**config.mk**
```make
export PLATFORM = sky130hd
export DESIGN_NAME = mp_serial_adder16
export DESIGN_NICKNAME = d
export VERILOG_FILES = /design/src/rtl/mp_adder_pkg.sv /design/src/rtl/mp_serial_adder16_core.sv /design/src/rtl/mp_serial_adder16.sv
export SDC_FILE = /design/constraint.sdc
export NUM_CORES = 1
export LEC_CHECK = 0
export BUFFER_PORTS_ARGS = -buffer_cell sky130_fd_sc_hd__buf_2
export CORE_UTILIZATION = 50
export CTS_CLUSTER_DIAMETER = 80
export DETAILED_ROUTE_END_ITERATION = 8
export PLACE_DENSITY = 0.84
export SLEW_MARGIN = 15
export SYNTH_ARGS = -nofsm -noshare
export SYNTH_HDL_FRONTEND = slang
export SYNTH_SLANG_ARGS = --single-unit
```
**constraint.sdc**
```tcl
create_clock -name clk -period 4.66 [get_ports clk]
set_clock_uncertainty 0.1 [all_clocks]
set_input_delay 0.466 -clock clk [delete_from_list [all_inputs] [get_ports clk]]
set_output_delay 0.466 -clock clk [all_outputs]
set_load 0.005 [all_outputs]
```
**src/rtl/mp_adder_pkg.sv**
```systemverilog
// Shared types and constants for the multi-precision serial adder.
package mp_adder_pkg;

  localparam int N_W       = 16;
  localparam int IDX_W_DEF = 8;

  // Running group terms start as the identity of the G/P combine operator.
  localparam logic G_ACC_RST = 1'b0;
  localparam logic P_ACC_RST = 1'b1;

  typedef enum logic {
    IDLE = 1'b0,
    BUSY = 1'b1
  } state_t;

endpackage

```
**src/rtl/mp_serial_adder16_core.sv**
```systemverilog
// a1csah16bits: 16-bit carry-select adder built from 4-bit blocks, with group
// generate/propagate outputs that ignore cin.
module a1csah16bits (
  input  logic [15:0] a,
  input  logic [15:0] b,
  input  logic        cin,
  output logic [15:0] s,
  output logic        cout,
  output logic        gen,
  output logic        prop
);

  localparam int BLK = 4;
  localparam int NB  = 16 / BLK;

  logic [4:0]    sum0 [NB];
  logic [4:0]    sum1 [NB];
  logic [NB-1:0] blk_p;

  // Each block precomputes both carry-in cases; only the select mux ripples.
  for (genvar i = 0; i < NB; i++) begin : g_blk
    assign sum0[i]  = {1'b0, a[i*BLK +: BLK]} + {1'b0, b[i*BLK +: BLK]};
    assign sum1[i]  = sum0[i] + 5'd1;
    assign blk_p[i] = &(a[i*BLK +: BLK] ^ b[i*BLK +: BLK]);
  end

  always_comb begin
    logic c;
    logic g;
    logic p;
    s = '0;
    c = cin;
    g = 1'b0;
    p = 1'b1;
    for (int i = 0; i < NB; i++) begin
      s[i*BLK +: BLK] = c ? sum1[i][BLK-1:0] : sum0[i][BLK-1:0];
      c = c ? sum1[i][BLK] : sum0[i][BLK];
      g = sum0[i][BLK] | (blk_p[i] & g);
      p = blk_p[i] & p;
    end
    cout = c;
    gen  = g;
    prop = p;
  end

endmodule

```
**src/rtl/mp_serial_adder16.sv**
```systemverilog
// Multi-precision serial adder: one 16-bit word per cycle, LS word first.
// Optional subtract mode is enabled with the MP_SERIAL_ADDER16_SUB_EN macro.
module mp_serial_adder16
  import mp_adder_pkg::*;
#(
  parameter int n     = N_W,
  parameter int IDX_W = IDX_W_DEF
) (
  input  logic             clk,
  input  logic             rst,
  input  logic             in_valid,
  output logic             in_ready,
  input  logic [n-1:0]     in_a,
  input  logic [n-1:0]     in_b,
  input  logic             in_cin,
  input  logic             in_last,
`ifdef MP_SERIAL_ADDER16_SUB_EN
  input  logic             in_sub,
`endif
  output logic             out_valid,
  input  logic             out_ready,
  output logic [n-1:0]     out_s,
  output logic [IDX_W-1:0] out_idx,
  output logic             out_last,
  output logic             out_cout,
  output logic             out_gen,
  output logic             out_prop
);

  // Handshake: a word moves on a port when valid & ready are both high at a
  // rising edge; valid never depends on ready, and in_ready is the single
  // output stage being empty or draining this cycle.

  state_t state, state_d;
  logic   carry_q, g_acc, p_acc;
  logic   accept, first, sub_now;

  logic [n-1:0]     core_b, core_s;
  logic             core_cin, core_cout, core_gen, core_prop;
  logic             g_next, p_next;
  logic [IDX_W-1:0] idx_next;

  assign in_ready = !out_valid | out_ready;
  assign accept   = in_valid & in_ready;
  assign first    = (state == IDLE);

`ifdef MP_SERIAL_ADDER16_SUB_EN
  logic sub_q;
  assign sub_now = first ? in_sub : sub_q;

  always_ff @(posedge clk) begin
    if (rst) begin
      sub_q <= 1'b0;
    end else if (accept && first) begin
      sub_q <= in_sub;
    end
  end
`else
  assign sub_now = 1'b0;
`endif

  // Subtraction is A + ~B + 1, so word 0 forces the carry-in high.
  assign core_b   = sub_now ? ~in_b : in_b;
  assign core_cin = first ? (sub_now | in_cin) : carry_q;

  a1csah16bits u_core (
    .a    (in_a),
    .b    (core_b),
    .cin  (core_cin),
    .s    (core_s),
    .cout (core_cout),
    .gen  (core_gen),
    .prop (core_prop)
  );

  assign g_next   = core_gen | (core_prop & (first ? G_ACC_RST : g_acc));
  assign p_next   = core_prop & (first ? P_ACC_RST : p_acc);
  assign idx_next = first ? '0 : out_idx + IDX_W'(1);

  always_comb begin
    state_d = state;
    if (accept) begin
      state_d = in_last ? IDLE : BUSY;
    end
  end

  always_ff @(posedge clk) begin
    if (rst) begin
      state <= IDLE;
    end else begin
      state <= state_d;
    end
  end

  always_ff @(posedge clk) begin
    if (rst) begin
      carry_q   <= 1'b0;
      g_acc     <= G_ACC_RST;
      p_acc     <= P_ACC_RST;
      out_valid <= 1'b0;
      out_s     <= '0;
      out_idx   <= '0;
      out_last  <= 1'b0;
      out_cout  <= 1'b0;
      out_gen   <= 1'b0;
      out_prop  <= 1'b0;
    end else if (accept) begin
      carry_q   <= core_cout;
      g_acc     <= g_next;
      p_acc     <= p_next;
      out_valid <= 1'b1;
      out_s     <= core_s;
      out_idx   <= idx_next;
      out_last  <= in_last;
      out_cout  <= core_cout;
      out_gen   <= g_next;
      out_prop  <= p_next;
    end else if (out_ready) begin
      out_valid <= 1'b0;
    end
  end

endmodule
```
# Yosys cells after proc, flatten, opt, wreduce, memory -nomap -nowiden
# Cells that the tools add are included.
[totals] input_bits=38 reg_bits=31 word_cells=57 out_inout_bits=30
[op_classes] n_bitwise=18 add_sub_neg=9 reduce_logical=6 muxes=15
[ops] operator="$add 4x4->5" n=4
[ops] operator="$add 5x1->5 const B" n=4
[ops] operator="$mux 4" n=4
[ops] operator="$reduce_and 4->1" n=4
[ops] operator="$xor 4x4->4" n=4
[ops] operator="$mux 1" n=10
[ops] operator="$and 1x1->1" n=9
[ops] operator="$add 8x1->8 const B" n=1
[ops] operator="$mux 8" n=1
[ops] operator="$or 1x1->1" n=5
[ops] operator="$reduce_bool 2->1" n=1
[ops] operator="$logic_not 1->1" n=1

# Longest topological paths before layout
# Gate-level depths: netlist (run 1).
[depth] word_depth=9 ltp_mapped=13 mapped_depth_nobuf=12

# Hierarchy
# From an unflattened synthesis (run 1), not the netlist that was laid out.
[unflattened] cells_unflattened=269 hier_area_um2=2337.2
[modules_own_cells] module="mp_serial_adder16" area_per_inst_um2=1365.1 seq_area_each_um2=620.6 cells_each=157 instances=1
[modules_own_cells] module="a1csah16bits" area_per_inst_um2=972.2 seq_area_each_um2=0.0 cells_each=112 instances=1

# Worst setup path before layout (run 1)
# No wires, ideal clock.
[synth_path] kind="input to register" from="in in_a[0]" to="reg out_s[14]" required_time_ns=4.443 path_stages=13 n_path_buf=1 setup_ns=0.117 path_slack_ns=0.939 arrival_time_ns=3.504 path_cell_list="ha_1 > inv_1 > fa_1 > inv_1 > ha_1 > or3b_1 > o311a_1 > or4_1 > buf_2 > mux2i_2 > xnor2_2 > nand3_1 > a32o_1"
[synth_via] elab_chain_len=6
[synth_rtl] item="start: declaration" line="mp_serial_adder16.sv:13" source="input logic [n-1:0] in_a,"
[synth_rtl] item="$add 4x4->5 *" line="mp_serial_adder16_core.sv:22" source="assign sum0[i] = {1'b0, a[i*BLK +: BLK]} + {1'b0, b[i*BLK +: BLK]};"
[synth_rtl] item="$add 5x1->5" line="mp_serial_adder16_core.sv:23" source="assign sum1[i] = sum0[i] + 5'd1;"
[synth_rtl] item="$mux 1 * (3 in series)" line="mp_serial_adder16_core.sv:37" source="c = c ? sum1[i][BLK] : sum0[i][BLK];"
[synth_rtl] item="$mux 4 *" line="mp_serial_adder16_core.sv:36" source="s[i*BLK +: BLK] = c ? sum1[i][BLK-1:0] : sum0[i][BLK-1:0];"
[synth_rtl] item="end signal: assignment" line="mp_serial_adder16.sv:112" source="out_s <= core_s;"
[synth_rtl] item="end: declaration" line="mp_serial_adder16.sv:22" source="output logic [n-1:0] out_s,"
# Mark *: on every way between the ends. The rest lies on a longest branch, timed or not.
# A chain may end at the register's enable or synchronous reset.

# Worst setup path in the final report (run 1)
# Same ends and word-level chain as after synthesis.

==> results of run 1 <==
==> path summary, 6_finish.rpt <==
kind         startpoint         to  slack (ns)
max             in_a[0]  out_s[14]        0.80
min            in_valid  out_valid        0.33
max reg2reg       state  out_s[14]        1.39
min reg2reg    out_s[0]   out_s[0]        0.35
==> metrics by stage <==
step	worst slack, ns	power, mW	instance area [sq um]	cells	hold slack (ns)
after CTS	0.818	0.732	2520	355	0.328
after global placement	0.714	0.509	2430	348	0.335
after global routing	0.632	0.770	2520	355	0.339
after detailed placement	0.534	0.518	2430	348	0.344
final	0.804	0.726	2520	355	0.329
after floorplan	0.939	0.450	2060	241	0.336
==> cell families (layout without fill, tap and decap cells) <==
group	Yosys count	in the layout	synth area share, %
simple gates	84	84	19.9
compound gates	54	54	17.5
flops	31	31	30.1
fa+ha+maj	25	25	16.6
xor+xnor	24	24	10.6
buf+inv	20	86	3.70
mux	3	3	1.64
==> critical path: cells and delay by family <==
kind,cells,cell delay [ns]
mux,1,0.28
simple gates,2,0.72
buf+inv,3,0.26
compound gates,3,1.19
fa+ha+maj,3,0.82
xor+xnor,1,0.19
==> placed cells by master (no fill, tap or decap), drive strengths merged, types with 2 or more instances in the layout <==
cell,instances
buf,68
a21o,9
clkbuf,6
ha,21
o211ai,2
a32o,2
nand2,23
nor2b,2
nor2,24
or3,4
and3,3
o21ai,6
inv,11
xor2,12
a21oi,19
xnor2,12
a211oi,8
nand4,9
nand3,6
dfxtp,31
a311oi,3
nand2b,5
mux2i,3
fa,4
==> routing by layer <==
metal  share of wire (%)  wire (um)  track usage [%]  vias to the layer above
li1                    -          -                -                      984
met1                  41       1900             23.4                      875
met2                  49       2270             40.9                       79
met3                 7.9        362             6.03                        9
met4                 1.3         59             8.51                        0
met5                   0          0                0                        -
==> registers in the layout, summed over array words and instances (netlist names) <==
signal     flops
g_acc          1
state          1
carry_q        1
out_last       1
out_s         16
out_idx        8
out_prop       1
out_valid      1
p_acc          1
==> area by class of cell <==
cell class / count / area share (%)
inverters: 11 / 1.64
well taps: 48 / 2.39
clock buffers: 6 / 3.28
flip-flops and latches: 31 / 24.7
clock inverters: 1 / 0.199
repair buffers: 68 / 13.6
multi-input cells: 190 / 54.2
==> power groups by stage <==
| stage | sequential [mW] | combinational, mW | clock, mW |
|---|---|---|---|
| after detailed placement | 0.302 | 0.216 | 0 |
| after global placement | 0.301 | 0.207 | 0 |
| final | 0.296 | 0.217 | 0.213 |
| after global routing | 0.298 | 0.243 | 0.229 |
| after floorplan | 0.303 | 0.147 | 0 |
| after CTS | 0.296 | 0.218 | 0.217 |
==> qor.txt, run 1 <==
RSZ-0062 raised after global routing -> false
slowest cell delay on critical path -> 0.73 ns
total grt overflow -> 0
Clock Sinks -> 31
Final Hold Viols -> 0
CP required -> 4.73 ns
#FFs+latches synth -> 31
starting DRC count in detailed routing -> 84
vias post-DR -> 1,947
post-synthesis cell area -> 2060 sq um
Top Ports -> 68
fin util -> 66.3%
Syn Area/Cell -> 8.56 sq um
Die X -> 66.2 um
row cnt -> 22
Least-Margin Pin Slew -> 0.783 ns
Vias/cell -> 5.48
Max Fanout on Critical Path -> 8
Reg area -> 621 sq um
Final nets -> 370
Starting Density -> 54.3%
Synth Flop Type -> dfxtp_1
register share of total power -> 40.8%
Ys Warns -> 0
relative slew slack -> 46.4%
Fill cells -> 338
switching share of power -> 31.2%
CTS-repair resized insts -> 0
initial antenna violation count -> 0
TNS Setup -> 0 ns
Comb pwr share -> 29.9%
first-pass GRT wire length -> 7.33 mm
final wirelength -> 4.60 mm
Pre-Repair DR Iteration Count -> 4
DR WL/cell -> 12.9 um
chain of cells forming the critical path -> buf_2 > ha_1 > inv_1 > fa_1 > inv_1 > ha_1 > or3b_1 > a2111oi_0 > or4_1 > mux2i_2 > xnor2_2 > a21o_1 > a32o_1
Worst Path Arrival -> 3.93 ns
post-CTS setup repair buffer count -> 0
outcome -> finished, final reports clean
Final Max Tran Viols -> 0
Hold Path Stages -> 3
# DRC -> 0
number of port buffers -> 67
# diodes -> 0
Post-synth EDFFs -> 0
clock group share of total power -> 29.3%
Detail Placement HPWL -> 3.57 mm
Maximum Capacitance Violations -> 0
Setup crit start kind -> input port
min-delay worst type -> in2reg
count leader, synth -> dfxtp_1
syn nets -> 304
asr flop ratio synth -> 0%
sequential area share after synthesis -> 30.1%
CTS Root Cell -> clkbuf_8
layout cells sized above 1 -> 25.7%
sw power -> 0.226 mW
Fmax -> 259 MHz
pwr dens -> 288 nW/um^2
R2R cell count -> 8
Core Area -> 3800 sq um
Die Y-Extent -> 66.2 um
RD Place Congestion -> 0.853
Total GRT Usage -> 22.1%
dominant cells by area after synthesis -> dfxtp_1, ha_1, xor2_1
Peak supply drop -> 0.147 mV
vias in the first global route -> 1,794
most area-hungry cell type in the Yosys netlist -> dfxtp_1
clk_lat worst skew -> 0.28 ns
full die area -> 4390 sq um
hold_buf cts -> 0
Multi-input gate area -> 1370 sq um
Leak Pwr -> 1.19 nW
Crit-path slowest cell -> a2111oi_0
Yosys cell types -> 40
period utilization -> 82.8%
largest buffer count on any clock path -> 2
# setup viols final -> 0
total CTS buffers -> 5
top cells by count, synth -> dfxtp_1, nor2_1, nand2_1
CTS H-tree lvls -> 2
Cell Int Power -> 0.500 mW
min Tclk post-route -> 3.86 ns
cells after synthesis -> 241
TritonCTS clock tree -> done
Crit Path Category -> in2reg
largest net degree at the start of global routing -> 36
top cell type's share of synthesized area -> 30.1%
register clock-pin slew on the reported worst setup and hold paths -> 0.06 ns
Final ANT Viol Nets -> 0
Synth-to-Final Area Change -> 22.1%
CP endpoint kind -> register
Power figures use the tool's default switching activity.
==> inputs of run 2 (changes only) <==
Clock period 4.66 ns to 3.8 ns, I/O delays scaled along.
==> qor.txt, run 2 (synthesis gave the netlist of run 1 again) <==
total CTS buffers -> 5 (unchanged)
starting DRC count in detailed routing -> 76 (-9.5%)
Core Area -> 3800 sq um (unchanged)
CTS Root Cell -> clkbuf_8
chain of cells forming the critical path -> buf_2 > ha_1 > inv_1 > fa_1 > inv_1 > ha_1 > or3b_1 > o311a_1 > or4_1 > mux2i_2 > xnor2_2 > nand3_1 > a311oi_2
Biggest register -> out_s
slowest cell delay on critical path -> 0.63 ns (-0.10 ns)
Fmax -> 279 MHz
relative slew slack -> 58.5% (+12 points)
DR WL/cell -> 12.3 um (-5.3%)
Design Area, Final -> 2530 sq um (+0.60%)
Worst R2R Setup Slack -> 0.66 ns (-0.73 ns)
final wirelength -> 4.38 mm (-4.8%)
Final Max Tran Viols -> 0 (unchanged)
RD Place Congestion -> 0.860 (+0.84%)
Setup crit start kind -> input port
# setup viols final -> 0 (unchanged)
Hold Path Stages -> 3 (unchanged)
full die area -> 4390 sq um (unchanged)
largest buffer count on any clock path -> 2 (unchanged)
min-delay worst type -> in2reg
Crit-path slowest cell -> or4_1
# DRC -> 0 (unchanged)
Peak supply drop -> 0.154 mV (+4.5%)
Crit Path Category -> in2reg
Pre-Repair DR Iteration Count -> 4 (unchanged)
Maximum Capacitance Violations -> 0 (unchanged)
period utilization -> 94.3%
R2R cell count -> 8 (unchanged)
clk_lat worst skew -> 0.28 ns (about the same)
Hold Crit Start -> in_valid
Max Fanout on Critical Path -> 8 (unchanged)
most common cell after layout, fill and taps aside -> buf_2
clock group share of total power -> 29.3% (about the same)
CP endpoint kind -> register
post-CTS setup repair buffer count -> 0 (unchanged)
hold_buf cts -> 0 (unchanged)
Fill cells -> 345 (+2.1%)
Die Y-Extent -> 66.2 um (unchanged)
largest net degree at the start of global routing -> 36 (unchanged)
max reg flops -> 16 (unchanged)
number of port buffers -> 67 (unchanged)
largest registers -> out_s (16), out_idx (8)
# diodes -> 0 (unchanged)
Vias/cell -> 5.43 (-1.1%)
vias post-DR -> 1,937 (-0.51%)
launch point of the worst reg-to-reg path -> state
total grt overflow -> 0 (unchanged)
Cell Area, Placed -> 2440 sq um (+0.62%)
Least-Margin Pin Slew -> 0.617 ns (-0.167 ns)
worst slack at placement -> -0.0958 ns (-0.630 ns)
RSZ-0062 raised after global routing -> false
commonest non-fill, non-tap cells in the layout -> buf_2, dfxtp_1, nor2_1
vias in the first global route -> 1,752 (-2.3%)
worst r2r dst -> out_s[15]
outcome -> finished, final reports clean
Final nets -> 372 (+0.54%)
first-pass GRT wire length -> 7.09 mm (-3.3%)
register share of total power -> 40.8% (about the same)
Final Hold Viols -> 0 (unchanged)
Synth-to-Final Area Change -> 22.8%
Die X -> 66.2 um (unchanged)
min Tclk post-route -> 3.58 ns
sw power -> 0.276 mW (+22%)
Starting Density -> 54.3% (unchanged)
TritonCTS clock tree -> done
row cnt -> 22 (unchanged)
Detail Placement HPWL -> 3.49 mm (-2.3%)
CTS-repair resized insts -> 0 (unchanged)
WHS Endpoint -> out_valid
Top Ports -> 68 (unchanged)
final setup margin -> 0.217 ns (-0.587 ns)
Final ANT Viol Nets -> 0 (unchanged)
Leak Pwr -> 1.20 nW (+0.80%)
CTS H-tree lvls -> 2 (unchanged)
CP required -> 3.90 ns (-0.83 ns)
Clock Sinks -> 31 (unchanged)
register clock-pin slew on the reported worst setup and hold paths -> 0.06 ns (about the same)
Total GRT Usage -> 21.2% (-0.93 points)
Cell Int Power -> 0.615 mW (+23%)
initial antenna violation count -> 0 (unchanged)
pwr dens -> 352 nW/um^2 (+22%)
Worst Path Arrival -> 3.68 ns (-0.25 ns)
layout cells sized above 1 -> 26.2% (+0.48 points)
switching share of power -> 31.0% (-0.18 points)
Comb pwr share -> 29.9% (about the same)
-- run 2: cell types whose count changed in the layout (fill, tap and decap cells not counted) --
cell,delta
buf_4,+2
-- run 2: layout make-up --
cell class	count	area (sq um)	share of cell area (%)
multi-input combinational	190	1370	53.9
sequential	31	621	24.5
timing repair buffer	70	358	14.1
clock buffer	6	82.6	3.26
tap	48	60.1	2.37
inverter	11	41.3	1.63
clock inverter	1	5.00	0.198
-- run 2: metrics by stage --
| stage | utilization [%] | hold WS [ns] | power, mW | TNS, ns | instances |
|---|---|---|---|---|---|
| 2_1_floorplan | - | 0.336 | 0.552 | 0 | 241 |
| 3_3_place_gp | 64.4 | 0.334 | 0.626 | -0.101 | 350 |
| 3_5_place_dp | 64.4 | 0.346 | 0.635 | -0.327 | 350 |
| 4_1_cts | 66.7 | 0.241 | 0.899 | 0 | 357 |
| 5_1_grt | 66.7 | 0.262 | 0.948 | 0 | 357 |
| 6_report | 66.7 | 0.254 | 0.891 | 0 | 357 |
-- run 2: power groups by stage --
stage | clock (mW) | combinational [mW] | sequential, mW
floorplan | 0 | 0.180 | 0.371
global placement | 0 | 0.257 | 0.370
detailed placement | 0 | 0.265 | 0.371
CTS | 0.269 | 0.266 | 0.364
global route | 0.282 | 0.300 | 0.366
finish | 0.261 | 0.266 | 0.363
-- run 2: worst max path at each step --
stage	startpoint	endpoint	slack, ns	depth (start not counted)
global route	in_a[0]	out_s[15]	0.001	13
floorplan	in_a[0]	out_s[14]	0.16	13
CTS	in_a[0]	out_s[15]	0.20	13
finish	in_a[0]	out_s[15]	0.22	13
detailed placement	in_a[0]	out_s[15]	-0.1	13
global placement	in_a[0]	out_s[14]	-0.04	13
-- run 2: worst max-delay path: cells and delay by family --
kind	cells	cell delay, ns
XOR/XNOR	1	0.35
multiplexers	1	0.21
buffers and inverters	3	0.24
adder cells (fa/ha/maj)	3	0.76
AO/OA/AOI/OAI	2	0.58
AND/OR/NAND/NOR	3	1.16
-- run 2: routing by layer --
metal	global-route usage [%]	vias up	routed length [um]
li1	-	987	-
met1	24.2	873	1950
met2	36.9	67	2070
met3	5.17	10	270
met4	9.31	0	84
met5	0	-	0
